==> config.mk <==
export PLATFORM = sky130hd
export DESIGN_NAME = cla_pipe_add
export DESIGN_NICKNAME = d
export VERILOG_FILES = /design/src/rtl/cla_pkg.sv /design/src/rtl/cla_grp4.sv /design/src/rtl/cla_pipe_add.sv
export SDC_FILE = /design/constraint.sdc
export NUM_CORES = 1
export LEC_CHECK = 0
export ABC_AREA = 1
export ABC_CLOCK_PERIOD_IN_PS = 4019
export CAP_MARGIN = 30
export CORE_UTILIZATION = 25
export DETAILED_ROUTE_END_ITERATION = 16
export PLACE_DENSITY = 0.53
export SETUP_SLACK_MARGIN = 0.4
export SKIP_CTS_REPAIR_TIMING = 1
export SLEW_MARGIN = 20
export SYNTH_ARGS = -nofsm -noshare
export SYNTH_HDL_FRONTEND = slang
export SYNTH_SLANG_ARGS = --single-unit
export TNS_END_PERCENT = 20
==> constraint.sdc <==
create_clock -name clk -period 4.02 [get_ports clk]
set_input_delay 0.603 -clock clk [delete_from_list [all_inputs] [get_ports clk]]
set_output_delay 0.603 -clock clk [all_outputs]
set_load 0.05 [all_outputs]
==> src/rtl/cla_pkg.sv <==
// cla_pkg: op encoding and group width shared by the pipelined carry-lookahead adder
package cla_pkg;
   localparam logic OP_ADD = 1'b0;
   localparam logic OP_SUB = 1'b1;
   localparam int   GRP    = 4;
endpackage

==> src/rtl/cla_grp4.sv <==
// cla_grp4: 4-bit carry-lookahead group producing group generate/propagate and sum
module cla_grp4
   import cla_pkg::*;
(
   input  logic [GRP-1:0] a,
   input  logic [GRP-1:0] b,
   input  logic           ci,
   output logic           g_o,
   output logic           p_o,
   output logic [GRP-1:0] s
);
   logic [GRP-1:0] g, p, c;
   always_comb begin
      g    = a & b;
      p    = a | b;
      c[0] = ci;
      c[1] = g[0] | (p[0] & ci);
      c[2] = g[1] | (p[1] & g[0]) | (p[1] & p[0] & ci);
      c[3] = g[2] | (p[2] & g[1]) | (p[2] & p[1] & g[0]) | (p[2] & p[1] & p[0] & ci);
      g_o  = g[3] | (p[3] & g[2]) | (p[3] & p[2] & g[1]) | (p[3] & p[2] & p[1] & g[0]);
      p_o  = &p;
      s    = a ^ b ^ c;
   end
endmodule

==> src/rtl/cla_pipe_add.sv <==
// cla_pipe_add: two-stage pipelined carry-lookahead adder/subtractor with
// valid/ready on both sides and carry, overflow and zero flags
module cla_pipe_add
   import cla_pkg::*;
#(
   parameter int WIDTH = 32
) (
   input  logic             clk,
   input  logic             reset_n,
   input  logic             in_valid,
   output logic             in_ready,
   input  logic [WIDTH-1:0] a,
   input  logic [WIDTH-1:0] b,
   input  logic             ci,
   input  logic             op,
   output logic             out_valid,
   input  logic             out_ready,
   output logic [WIDTH-1:0] s,
   output logic             co,
   output logic             ovf,
   output logic             zero
);
   localparam int NG = WIDTH / GRP;
   if (WIDTH % GRP != 0 || WIDTH < 8 || WIDTH > 32) begin : g_bad_width
      $error("cla_pipe_add: WIDTH must be a multiple of 4 within 8..32");
   end
   logic             s1_valid_q, s1_valid_d, out_valid_q, out_valid_d;
   logic [WIDTH-1:0] a_q, a_d, bx_q, bx_d, s_q, s_d, sum;
   logic             cx_q, cx_d, co_q, co_d, ovf_q, ovf_d, zero_q, zero_d;
   logic [NG-1:0]    gg, gp;
   logic [NG:0]      gc;
   logic             s2_load, s1_adv, take, term, acc, c_msb;
   for (genvar k = 0; k < NG; k++) begin : g_grp
      cla_grp4 u_grp (
         .a   (a_q[GRP*k +: GRP]),
         .b   (bx_q[GRP*k +: GRP]),
         .ci  (gc[k]),
         .g_o (gg[k]),
         .p_o (gp[k]),
         .s   (sum[GRP*k +: GRP])
      );
   end
   // Second-level lookahead: each group carry is a flat sum of products, no ripple.
   always_comb begin
      gc    = '0;
      gc[0] = cx_q;
      term  = 1'b0;
      acc   = 1'b0;
      for (int k = 0; k < NG; k++) begin
         term = cx_q;
         for (int j = 0; j <= k; j++) term = term & gp[j];
         acc = term;
         for (int j = 0; j <= k; j++) begin
            term = gg[j];
            for (int m = j + 1; m <= k; m++) term = term & gp[m];
            acc = acc | term;
         end
         gc[k+1] = acc;
      end
   end
   always_comb begin
      s2_load     = ~out_valid_q | out_ready;
      s1_adv      = s1_valid_q & s2_load;
      in_ready    = ~s1_valid_q | s2_load;
      take        = in_valid & in_ready;
      s1_valid_d  = take | (s1_valid_q & ~s2_load);
      a_d         = take ? a : a_q;
      bx_d        = take ? ((op == OP_SUB) ? ~b : b) : bx_q;
      cx_d        = take ? ((op == OP_SUB) ? ~ci : ci) : cx_q;
      out_valid_d = s2_load ? s1_valid_q : out_valid_q;
      c_msb       = a_q[WIDTH-1] ^ bx_q[WIDTH-1] ^ sum[WIDTH-1];
      s_d         = s1_adv ? sum : s_q;
      co_d        = s1_adv ? gc[NG] : co_q;
      ovf_d       = s1_adv ? (gc[NG] ^ c_msb) : ovf_q;
      zero_d      = s1_adv ? ~|sum : zero_q;
   end
   always_ff @(posedge clk or negedge reset_n) begin
      if (!reset_n) begin
         s1_valid_q  <= 1'b0;
         out_valid_q <= 1'b0;
         a_q         <= '0;
         bx_q        <= '0;
         cx_q        <= 1'b0;
         s_q         <= '0;
         co_q        <= 1'b0;
         ovf_q       <= 1'b0;
         zero_q      <= 1'b0;
      end else begin
         s1_valid_q  <= s1_valid_d;
         out_valid_q <= out_valid_d;
         a_q         <= a_d;
         bx_q        <= bx_d;
         cx_q        <= cx_d;
         s_q         <= s_d;
         co_q        <= co_d;
         ovf_q       <= ovf_d;
         zero_q      <= zero_d;
      end
   end
   assign out_valid = out_valid_q;
   assign s         = s_q;
   assign co        = co_q;
   assign ovf       = ovf_q;
   assign zero      = zero_q;
endmodule

==> results_dict.tcl <==
set metrics [dict create \
    h_tree_lvl_count 3 \
    post-route-period-util_pct 88.7 \
    fillerInstances 2583 \
    detailedPlacementHpwl_um 12400 \
    number_of_flops_mapped_to_enable_cells_by_yosys 0 \
    power_switching_share_pct 43.0 \
    max-clock-path-buffers 2 \
    drt_pre_antenna_iters 4 \
    critical_path.startpoint_type "register" \
    timing.final.crit_period_ps 3570 \
    largest_stage_delay_worst_path_ps 500 \
    worstPathMaxFanout 5 \
    cp_data_required_time_ps 4310 \
    launching_element_of_the_worst_setup_path "bx_q[4]" \
    numCtsBuffers 9 \
    area_delta_synth_final_pct 34.8 \
    crit_path_top_delay_cell "sky130_fd_sc_hd__fa_1" \
    fp.dieW_um 161 \
    place.gp.congestion 0.787 \
    synth-async-reset-ratio_pct 100 \
    min-delay-path-class "input port to asynchronous set/reset pin" \
    rows 57 \
    cellInternalPower_uw 2610 \
    num_antenna_cells 0 \
    fmax_mhz 280 \
    final.setup_skew_ps 10.8 \
    p_leak_uw 0.00397 \
    finalHoldViolations 0 \
    tritoncts "yes" \
    crit_path_class "register to register" \
    yosysMostFrequentCell "sky130_fd_sc_hd__nand2_1" \
    detail_route.drc_violations 0 \
    synthDominantAreaCellType "sky130_fd_sc_hd__dfrtp_1" \
    ctsRootBufferMaster "sky130_fd_sc_hd__clkbuf_16" \
    power.switching_uw 1970 \
    finalSetupTns_ps 0 \
    synth-seq-cells 102 \
    ys_warn_count 0 \
    synth_seq_area_share_pct 40.4 \
    first_pass_grt_wire_length_um 26200 \
    wl_per_cell_um 13.4 \
    worstSkewPairLatency_ps 350 \
    io_buffer_count 106 \
    via_cell_ratio 4.12 \
    initial_core_util_pct 25.7 \
    floorplan.die_area_um2 25900 \
    power_density_nw_per_um2 539 \
    num-nets-final 1026 \
    synth_top_flop_cell "sky130_fd_sc_hd__dfrtp_1" \
    netlist_area_um2 6310 \
    timing.critical_path.to_type "register" \
    synth.distinct_cells 32 \
    gr-usage-all-layers_pct 13.0 \
    synth.area.top_cells "sky130_fd_sc_hd__dfrtp_1 (40%), sky130_fd_sc_hd__ha_1 (13%), sky130_fd_sc_hd__nand2_1 (10%)" \
    grt_start_max_net_pins 67 \
    unrepaired_setup_endpoints_after_global_routing "true" \
    vdd_drop_max_uv 300 \
    final-max-slew-violation-count 0 \
    power_frac_comb_pct 49.1 \
    io-pin-count 107 \
    chipHeight_um 161 \
    vias 4997 \
    worst-slew-pin-transition_ps 626 \
    antenna_found_initial 0 \
    run_status "finished, final reports clean" \
    maxSlewHeadroom_pct 57.9 \
    worst-endpoint-arrival_ps 3850 \
    critical_path.most_common_cell "sky130_fd_sc_hd__nand2_2" \
    postRouteWirelength_um 16300 \
    synth.net_count 899 \
    ant_nets 0 \
    synth_cells 756 \
    area_taken_by_multi_input_logic_gates_um2 3480 \
    clock_sink_count 102 \
    regArea_um2 2550 \
    syn-mean-instance-area_um2 8.35 \
    cpLargestDelayFamily "simple AND/OR/NAND/NOR gates" \
    finalSetupViolations 0 \
    totalPowerFinal_uw 4580 \
    cp_num_buf_inv 2 \
    p_seq_share_pct 31.9 \
    drive_gt1_share_pct 14.4 \
    global_route.overflow_total 0 \
    grt_pass1_vias 4992 \
    drv.max_cap_violation_count 0 \
    cp_cell_sequence "buf_6, ha_4, nand2_2, nand2_2, a21oi_2, nand2_2, nand2_2, nand3_4, nand2_4, nand2_8, nand3_4, nand2_4, fa_1, inv_2, nand4_1, nor4_2, nand4_1, nor2_1, nand3_1, nor2_1, nand3_1, nor2_1, nand3_1, nand2_1" \
    synth.top_cells.by_count "sky130_fd_sc_hd__nand2_1 (173), sky130_fd_sc_hd__inv_1 (115), sky130_fd_sc_hd__dfrtp_1 (102)" \
    dr.first_iter.drc_count 174 \
    crit-reg2reg-launch "bx_q[4]" \
    design.core.area_um2 24500 \
    cts.clk_slew.worst_paths_ps 70 \
    synth_top_area_share_pct 40.4 \
    final_core_util_pct 34.7 \
    power.share.clock_pct 19.0 \
]
-- stage by stage --
stage / hold WS [ps] / cells / cell area, um^2 / setup WS (ps)
after floorplan: 307 / 756 / 6310 / 1110
after global placement: 464 / 1168 / 7730 / 466
after detailed placement: 462 / 1170 / 7770 / 401
after CTS: 222 / 1186 / 8050 / 333
after global routing: 240 / 1212 / 8500 / 154
final: 219 / 1212 / 8500 / 455
-- kinds of logic (layout without fill, tap and decap cells) --
family | after synthesis | count (layout) | share of synthesized area [%]
flip-flops | 102 | 102 | 40.4
adder cells (fa/ha/maj) | 73 | 73 | 15.4
AO/OA/AOI/OAI | 114 | 114 | 9.77
AND/OR/NAND/NOR | 279 | 279 | 19.6
buffers and inverters | 143 | 275 | 8.54
XOR/XNOR | 45 | 45 | 6.25
-- power by group through the flow --
stage	logic (uW)	registers (uW)	clock network [uW]
4_1_cts	2100	1470	907
5_1_grt	2470	1500	940
6_report	2250	1460	870
2_1_floorplan	859	1970	0
3_3_place_gp	2080	1480	0
3_5_place_dp	2090	1480	0
-- final cells by class --
class / count / share of cell area (%)
sequential: 102 / 30.0
clock buffer: 13 / 2.82
timing repair buffer: 140 / 15.7
multi-input combinational: 511 / 40.9
inverter: 119 / 5.25
tap: 324 / 4.77
clock inverter: 3 / 0.530
-- layout by cell type (no fill, tap or decap), types with 15 or more instances in the layout --
master / instances
sky130_fd_sc_hd__xnor2_1: 43
sky130_fd_sc_hd__nand2_2: 18
sky130_fd_sc_hd__nor2_1: 30
sky130_fd_sc_hd__ha_1: 51
sky130_fd_sc_hd__nand3_1: 24
sky130_fd_sc_hd__inv_1: 104
sky130_fd_sc_hd__buf_4: 32
sky130_fd_sc_hd__inv_2: 15
sky130_fd_sc_hd__dfrtp_1: 101
sky130_fd_sc_hd__clkdlybuf4s50_1: 104
sky130_fd_sc_hd__o21ai_0: 85
sky130_fd_sc_hd__nand2_1: 165
-- final timing paths --
path / to / slack [ps] / cells after the start
setup / recovery: zero / 450 / 24
hold / removal: bx_q[24] / 220 / 1
setup reg to reg: zero / 450 / 24
hold reg to reg: s[4] / 470 / 2
max in group asynchronous: bx_q[8] / 2920 / 2
min in group clk: s[4] / 470 / 2
-- per-layer routing --
| metal | global-route usage, % | wire, um |
|---|---|---|
| met5 | 0 | 0 |
| met4 | 3.09 | 155 |
| met3 | 2.87 | 665 |
| met2 | 21.0 | 7560 |
| met1 | 17.5 | 7890 |
-- sequential cells by signal (all words and copies together), names as in the netlist --
| signal | flops |
|---|---|
| s | 32 |
| ovf | 1 |
| cx_q | 1 |
| s1_valid_q | 1 |
| out_valid | 1 |
| bx_q | 32 |
| zero | 1 |
| a_q | 32 |
| co | 1 |
(Power assumes the default switching activity.)
